===== config.mk =====
export PLATFORM = sky130hd
export DESIGN_NAME = pulse_to_binary
export DESIGN_NICKNAME = d
export VERILOG_FILES = /design/src/rtl/sc_pkg.sv /design/src/rtl/p2b_window_counter.sv /design/src/rtl/pulse_to_binary.sv
export SDC_FILE = /design/constraint.sdc
export NUM_CORES = 1
export LEC_CHECK = 0
export BUFFER_PORTS_ARGS = -buffer_cell sky130_fd_sc_hd__buf_2
export CAP_MARGIN = 30
export CORE_AREA = 2 2 77 50
export DETAILED_ROUTE_END_ITERATION = 10
export DIE_AREA = 0 0 79 52
export HOLD_SLACK_MARGIN = 0.15
export PLACE_DENSITY = 0.71
export SETUP_SLACK_MARGIN = 0.05
export SYNTH_ARGS = -nofsm -noshare
export SYNTH_HDL_FRONTEND = slang
export SYNTH_SLANG_ARGS = --single-unit

===== constraint.sdc =====
create_clock -name clk -period 1.7 [get_ports clk]
set_input_delay 0.34 -clock clk [delete_from_list [all_inputs] [get_ports clk]]
set_output_delay 0.34 -clock clk [all_outputs]
set_load 0.05 [all_outputs]

===== src/rtl/sc_pkg.sv =====
// Shared definitions for the stochastic-computing readout blocks: FSM encoding,
// default word width and count-to-binary scaling.
package sc_pkg;

    localparam int SC_WIDTH = 16;

    typedef enum logic [1:0] {
        ST_IDLE  = 2'd0,
        ST_ACCUM = 2'd1,
        ST_HOLD  = 2'd2
    } p2b_state_e;

    // Map a ones count over 2^win_log2 samples to a width-bit word. Unipolar is
    // an unsigned fraction, bipolar is signed Q1.(width-1); a full count saturates.
    function automatic logic [63:0] sc_scale(input logic [31:0] cnt, input logic bip,
                                             input int width, input int win_log2);
        logic [63:0] n, full, r;
        n    = 64'd1 << win_log2;
        full = (64'd1 << width) - 64'd1;
        if ({32'd0, cnt} >= n)
            r = bip ? (full >> 1) : full;
        else if (!bip)
            r = {32'd0, cnt} << (width - win_log2);
        else
            r = ({31'd0, cnt, 1'b0} - n) << (width - 1 - win_log2);
        return r & full;
    endfunction

endpackage


===== src/rtl/p2b_window_counter.sv =====
// Qualified-sample and ones counters for one conversion window, with the
// window-end strobe raised on the sample that completes the window.
module p2b_window_counter #(
    parameter int WIN_LOG2 = 8
) (
    input  logic              clk,
    input  logic              rst,
    input  logic              clr_i,
    input  logic              en_i,
    input  logic              bit_i,
    output logic [WIN_LOG2:0] cnt_o,
    output logic              win_end_o
);

    logic [WIN_LOG2-1:0] smp_q;
    logic [WIN_LOG2:0]   ones_q;

    // Final count includes the bit arriving on the window-end edge.
    assign cnt_o     = ones_q + {{WIN_LOG2{1'b0}}, bit_i};
    assign win_end_o = en_i & (&smp_q);

    always_ff @(posedge clk or posedge rst) begin
        if (rst) begin
            smp_q  <= '0;
            ones_q <= '0;
        end else if (clr_i || win_end_o) begin
            smp_q  <= '0;
            ones_q <= '0;
        end else if (en_i) begin
            smp_q  <= smp_q + 1'b1;
            ones_q <= cnt_o;
        end
    end

endmodule


===== src/rtl/pulse_to_binary.sv =====
// Stochastic bitstream to binary converter: counts ones over 2^WIN_LOG2
// qualified samples and presents the scaled result on a valid/ready port.
module pulse_to_binary
    import sc_pkg::*;
#(
    parameter int WIDTH    = SC_WIDTH,
    parameter int WIN_LOG2 = 8
) (
    input  logic             clk,
    input  logic             rst,
    input  logic             start,
    input  logic             bit_in,
    input  logic             bit_en,
    input  logic             bipolar,
    input  logic             cont,
    input  logic             out_ready,
    output logic [WIDTH-1:0] y_out,
    output logic             out_valid,
    output logic             busy,
    output logic             overrun
);

    p2b_state_e        state_q;
    logic              bip_q;
    logic [WIDTH-1:0]  y_q, y_d;
    logic              valid_q, overrun_q;
    logic              accum, win_end, xfer;
    logic [WIN_LOG2:0] cnt;

    assign accum = (state_q == ST_ACCUM);
    assign xfer  = valid_q & out_ready;
    assign y_d   = WIDTH'(sc_scale(32'(cnt), bip_q, WIDTH, WIN_LOG2));

    p2b_window_counter #(.WIN_LOG2(WIN_LOG2)) u_win (
        .clk       (clk),
        .rst       (rst),
        .clr_i     (~accum),
        .en_i      (accum & bit_en),
        .bit_i     (bit_in),
        .cnt_o     (cnt),
        .win_end_o (win_end)
    );

    always_ff @(posedge clk or posedge rst) begin
        if (rst) begin
            state_q   <= ST_IDLE;
            bip_q     <= 1'b0;
            y_q       <= '0;
            valid_q   <= 1'b0;
            overrun_q <= 1'b0;
        end else begin
            if (xfer) valid_q <= 1'b0;
            case (state_q)
                ST_IDLE: if (start) begin
                    state_q   <= ST_ACCUM;
                    bip_q     <= bipolar;
                    overrun_q <= 1'b0;
                end
                ST_ACCUM: if (win_end) begin
                    // A same-edge transfer lets the new result in without overrun.
                    y_q     <= y_d;
                    valid_q <= 1'b1;
                    if (valid_q && !xfer) overrun_q <= 1'b1;
                    state_q <= cont ? ST_ACCUM : ST_HOLD;
                end
                ST_HOLD: if (xfer) state_q <= ST_IDLE;
                default: state_q <= ST_IDLE;
            endcase
        end
    end

    assign y_out     = y_q;
    assign out_valid = valid_q;
    assign busy      = accum;
    assign overrun   = overrun_q;

endmodule


* Yosys cells after proc, flatten, opt, wreduce, memory -nomap -nowiden
Cells that the tools add are included.
Storage, ports and cells: register bits after elaboration 38, input port bits 8, output and inout bits 19, logic and storage cells 51
Operators by class: add/sub/neg operators 3, order comparisons 1, equal/unequal tests 6, mux-type cells 19, bitwise logic cells 4, reduce and logical (&&, ||, !) cells 11
Operator list (count):
- 16-bit 2-to-1 mux | 3
- 9-bit 2-to-1 mux | 2
- 8-bit 2-to-1 mux | 2
- 9-bit by 1-bit adder with 9-bit output | 1
- 9-bit greater-or-equal comparator, second input constant | 1
- 9-bit subtractor, second input constant | 1
- 8-bit by 1-bit adder with 8-bit output, second input constant | 1
- 2-bit 2-to-1 mux | 4
- 8-bit AND reduction | 1
- 1-bit 2-to-1 mux | 6
- 2-bit case mux with 3 select lines | 1
- 2-bit by 1-bit != test with 1-bit output, second input constant | 2
- 2-bit != test, second input constant | 2
- 2-bit AND reduction | 2
- 4-bit AND reduction | 1
- 2-bit nonzero test | 2
- 1-bit bitwise AND | 3
- 3-bit AND reduction | 1
- 2-bit by 1-bit == test with 1-bit output, second input constant | 1
- 2-bit == test, second input constant | 1
- 2-bit logical NOT | 1
- 1-bit case mux with 2 select lines | 1
- 1-bit logical AND | 1
- 1-bit logical NOT | 1
- other kinds (2) | 2

* Longest topological paths before layout
word-level depth 6, mapped depth 7, gate-level depth less buffers 6

* Modules after synthesis
From an unflattened synthesis, not the netlist that was laid out.
Unflattened totals: cell total of the unflattened synthesis 173, area total of the unflattened synthesis 1704.1 um^2
By module, submodules not included:
- p2b_window_counter | instances 1, cells an instance 104, area an instance 1034.7 um^2, sequential area each 425.4 um^2
- pulse_to_binary | instances 1, cells an instance 69, area an instance 669.4 um^2, sequential area each 350.3 um^2

* Least setup slack after synthesis
OpenSTA, ideal clock, no wires.
path kind reg-to-reg, from register state_q[1], to register u_win.smp_q[7], arrival time 1762 ps, data required time 1634 ps, slack -128 ps, stages on the path, launching flop included 6, path buffers 0, cell sequence dfrtp_1 > nand2b_1 > inv_1 > o311ai_2 > or4_1 > nand2_1
On the way: longest elaborated chain between the ends 5, elaborated cells between the ends (all ways) 7, those cells by class eq/ne (1); mux (1); bitwise (3); reduce/logical (2)
RTL lines:
- start, declared | RTL line pulse_to_binary.sv:23 | p2b_state_e state_q;
- start signal, assigned | RTL line pulse_to_binary.sv:64 | state_q <= cont ? ST_ACCUM : ST_HOLD;
- 2-bit by 1-bit == test with 1-bit output (*) | RTL line pulse_to_binary.sv:30 | assign accum = (state_q == ST_ACCUM);
- via busy | RTL line pulse_to_binary.sv:19 | output logic busy,
- 1-bit bitwise AND | RTL line pulse_to_binary.sv:38 | .en_i (accum & bit_en),
- 1-bit bitwise AND | RTL line p2b_window_counter.sv:20 | assign win_end_o = en_i & (&smp_q);
- 1-bit logical OR | RTL line p2b_window_counter.sv:26 | end else if (clr_i || win_end_o) begin
- 8-bit 2-to-1 mux or 2-bit nonzero test (tied branches)
- end signal, assigned | RTL line p2b_window_counter.sv:30 | smp_q <= smp_q + 1'b1;
- end, declared | RTL line p2b_window_counter.sv:15 | logic [WIN_LOG2-1:0] smp_q;
Mark *: on every way through the listed nets, which the timed path passes. The rest lies on a longest branch. A chain may end at the register's enable or synchronous reset.

* Worst setup path after layout
from register u_win.smp_q[5], to register y_q[9], in the netlist y_out[9]
On the way: longest elaborated chain between the ends 3
RTL lines:
- 8-bit AND reduction | RTL line p2b_window_counter.sv:20
- 1-bit bitwise AND | RTL line p2b_window_counter.sv:20
- 2-bit AND reduction (no source line)
- end signal, assigned | RTL line pulse_to_binary.sv:61 | y_q <= y_d;
- end, declared | RTL line pulse_to_binary.sv:25 | logic [WIDTH-1:0] y_q, y_d;
Every way passes these cells.

==> impl_metrics.csv <==
group,metric,value,unit
job,cap_violations,0,
sta,final_hold_viol_count,0,
global_route,overflow,0,
sta,tightestPinTransition,0.390,ns
place,placed_cells,236,
floorplan,core-area,3450,um2
logic_synthesis,synth-simple-area-share,20.6,%
clocking,root_buffer,"clkbuf_8",
route,wl_per_cell,14.1,um
floorplan,die-area,4110,um2
pwr,seq_power_share,50.1,%
status,violations,"negative setup slack",
setup_path,ff2ff_path_depth,5,
finish,fillers,289,
logic_synthesis,synthesis.area,1590,um2
logic_synthesis,syn_area_per_cell,9.82,um2
global_route,antenna_found_initial,0,
logic_synthesis,synthAdderAreaFrac,2.36,%
floorplan,row_count,17,
min_path,holdPathStages,2,
finish,area_growth,29.8,%
floorplan,initial_core_util,46.2,%
finish,diodes,0,
clocking,clk-insertion-delay-late,0.28,ns
logic_synthesis,synth_largest_area_cell,"dfrtp_1",
logic_synthesis,synth_xor_area_share,5.51,%
logic_synthesis,synth_compound_area_share,14.9,%
setup_path,rr_endpoint,"y_out[9]",
pwr,p_clk_share,31.2,%
logic_synthesis,syn_inst,162,
min_path,hold_start,"bipolar",
route,drc_errors,0,
finish,final_area,2060,um2
sta,setup_viol,4,
logic_synthesis,synth.ff_latch_count,31,
clocking,clock_sinks,31,
setup_path,r2r_slack,-0.03,ns
global_route,grt_use_total,18.3,%
logic_synthesis,ys.flop_type,"dfrtp_1",
clocking,numCtsBuffers,5,
clocking,cts_tree,"done",
global_route,first_global_vias,1241,
logic_synthesis,seq_area_frac_synth,48.8,%
logic_synthesis,synth_cell_type_count,33,
setup_path,crit_fanout,8,
sta,fin_crit_sh,102,%
sta,whs,0.287,ns
clocking,clk_path_buf_depth,2,
logic_synthesis,netlist_top_cells_count,"dfrtp_1, nor2_1, o21ai_0",
logic_synthesis,synth_nets,173,
sta,clock.fmax,0.578,GHz
pwr,power_density,905,nW/um2
route,viasPerCell,5.18,
pwr,total_power,1.87,mW
setup_path,crit_path_start_kind,"flop",
logic_synthesis,ys_top_cells_by_area,"dfrtp_1, nor2_1, o21ai_0",
floorplan,die_h,52,um
clocking,cts.htree.levels,2,
finish,post-route-util,59.9,%
route,first_pass_iters,4,
finish,fin_cells,252,
sta,setup_ws,-0.0310,ns
logic_synthesis,synth_top_family_by_area,"simple AND/OR/NAND/NOR gates",
logic_synthesis,yosysMostFrequentCell,"dfrtp_1",
route,dr.first_iter.drc_count,45,
place,gp_congestion,0.781,
pwr,switching_share,29.7,%
pwr,comb_power_share,18.8,%
floorplan,boundaryPins,27,
place,port_buffers,26,
sta,clock_skew,0.00546,ns
min_path,hp-class,"in -> reg",
sta,slew_headroom,74.0,%
pwr,switchingPower,555,uW
floorplan,die_x,79,um
pwr,p_leak,1.03,nW
setup_path,endpoint_kind,"flop",
clocking,clk_pin_slew,0.06,ns
place,placed_cell_area,1860,um2
pwr,cellInternalPower,1.31,mW
setup_path,path_class,"reg -> reg",
finish,drive_gt1_share,39.0,%
pwr,ir_worst_vdd,0.000357,V
finish,regArea,776,um2
finish,final_nets,216,
finish,multi_input_area,806,um2
setup_path,worst_ep_arrival_time,1.89,ns
min_path,hold_path_end,"bip_q",
sta,rsz0062_at_grt,"yes",
logic_synthesis,synth_edf_count,0,
logic_synthesis,async_flop_share,100,%
status,status,"complete, but fails checks",
place,dp_hpwl,2410,um
setup_path,r2r_start,"u_win.smp_q[5]",
route,routed_wl,3540,um
setup_path,critPathRequiredTime,1.86,ns
route,ant_nets,0,
logic_synthesis,synthMuxAreaShare,1.42,%
global_route,grt_first_pass_wirelength,5550,um
sta,slew_violations,0,
sta,period_needed,1.73,ns
logic_synthesis,yosysWarnings,0,
global_route,grt_max_degree,32,
route,num_vias,1306,
logic_synthesis,synth_top_area_share,48.8,%
[metrics by stage]
stage               worst slack (ns)  setup TNS (ns)
floorplan                     0.0266               0
global placement            0.000304               0
detailed placement           -0.0390         -0.0390
CTS                           0.0224               0
global route                  -0.101          -0.733
finish                       -0.0310         -0.0777
[kinds of logic (layout without fill, tap and decap cells)]
logic type / count (synthesis) / after routing
AO/OA/AOI/OAI: 34 / 34
XOR/XNOR: 10 / 10
adder cells (fa/ha/maj): 3 / 3
buffers and inverters: 18 / 61
flip-flops: 31 / 31
multiplexers: 2 / 2
AND/OR/NAND/NOR: 64 / 64
[cell usage in the layout, fill, tap and decap left out, types with 2 or more instances in the layout]
cell type  instances
xor2_1             6
nor2b_1            2
o31ai_1            3
and2_4             2
a31oi_4            2
inv_1              6
o21ai_1            4
o21ai_0            9
buf_2             26
or3_4              2
nand2b_1           3
a21oi_2            5
or3_1              2
nand3_1            5
buf_4             18
a21o_1             3
nand2_1           11
nand4_1            4
dfrtp_1           31
ha_4               2
clkbuf_8           6
nor2_1            21
a21oi_1            6
xnor2_1            4
[registers in the layout (all words and copies together), names as in the netlist]
| signal | count |
|---|---|
| u_win.ones_q | 9 |
| u_win.smp_q | 8 |
| y_out | 9 |
| state_q | 2 |
| overrun | 1 |
| bip_q | 1 |
| out_valid | 1 |
[layer usage]
layer | GRT usage [%] | up-vias | wire, um
li1 | - | 633 | -
met1 | 22.6 | 625 | 1590
met2 | 29.5 | 43 | 1720
met3 | 4.86 | 5 | 188
met4 | 10.3 | 0 | 46
met5 | 0 | - | 0
[power groups by stage]
stage,clock (mW),combinational (mW),sequential [mW]
floorplan,0,0.197,0.924
global placement,0,0.282,0.931
detailed placement,0,0.308,0.936
CTS,0.594,0.319,0.932
global route,0.627,0.395,0.945
finish,0.582,0.350,0.936
[how the worst max path moves through the flow]
stage / start / cells past startpoint / slack [ns] / endpoint
4_1_cts: u_win.ones_q[0] / 6 / 0.02 / y_out[15]
3_5_place_dp: bit_in / 7 / -0.04 / y_out[15]
6_report: u_win.smp_q[5] / 5 / -0.03 / y_out[9]
2_1_floorplan: u_win.smp_q[0] / 6 / 0.03 / y_out[15]
3_3_place_gp: bit_in / 7 / 0.0003 / y_out[15]
5_1_grt: u_win.smp_q[5] / 5 / -0.10 / y_out[9]
[critical path, stage by stage (launching register included)]
cell     delay [ns]
dfrtp_1        0.40
nand4_1        0.23
or3_4          0.47
nor2_4         0.16
and2_4         0.26
a31oi_4        0.10
[layout make-up]
class	instances	share of cell area, %
clock buffers	6	4.00
inverters	7	1.45
multi-input cells	113	39.0
flip-flops and latches	31	37.6
clock inverters	1	0.242
well taps	47	2.85
repair buffers	47	14.8
[timing repair]
action,in CTS,in global routing
gates resized for setup,5,11
hold endpoints to repair,24,0
pin swaps,5,7
buffers inserted,1,7
hold buffers,1,0
setup endpoints to repair,10,13
(Power assumes the default switching activity.)
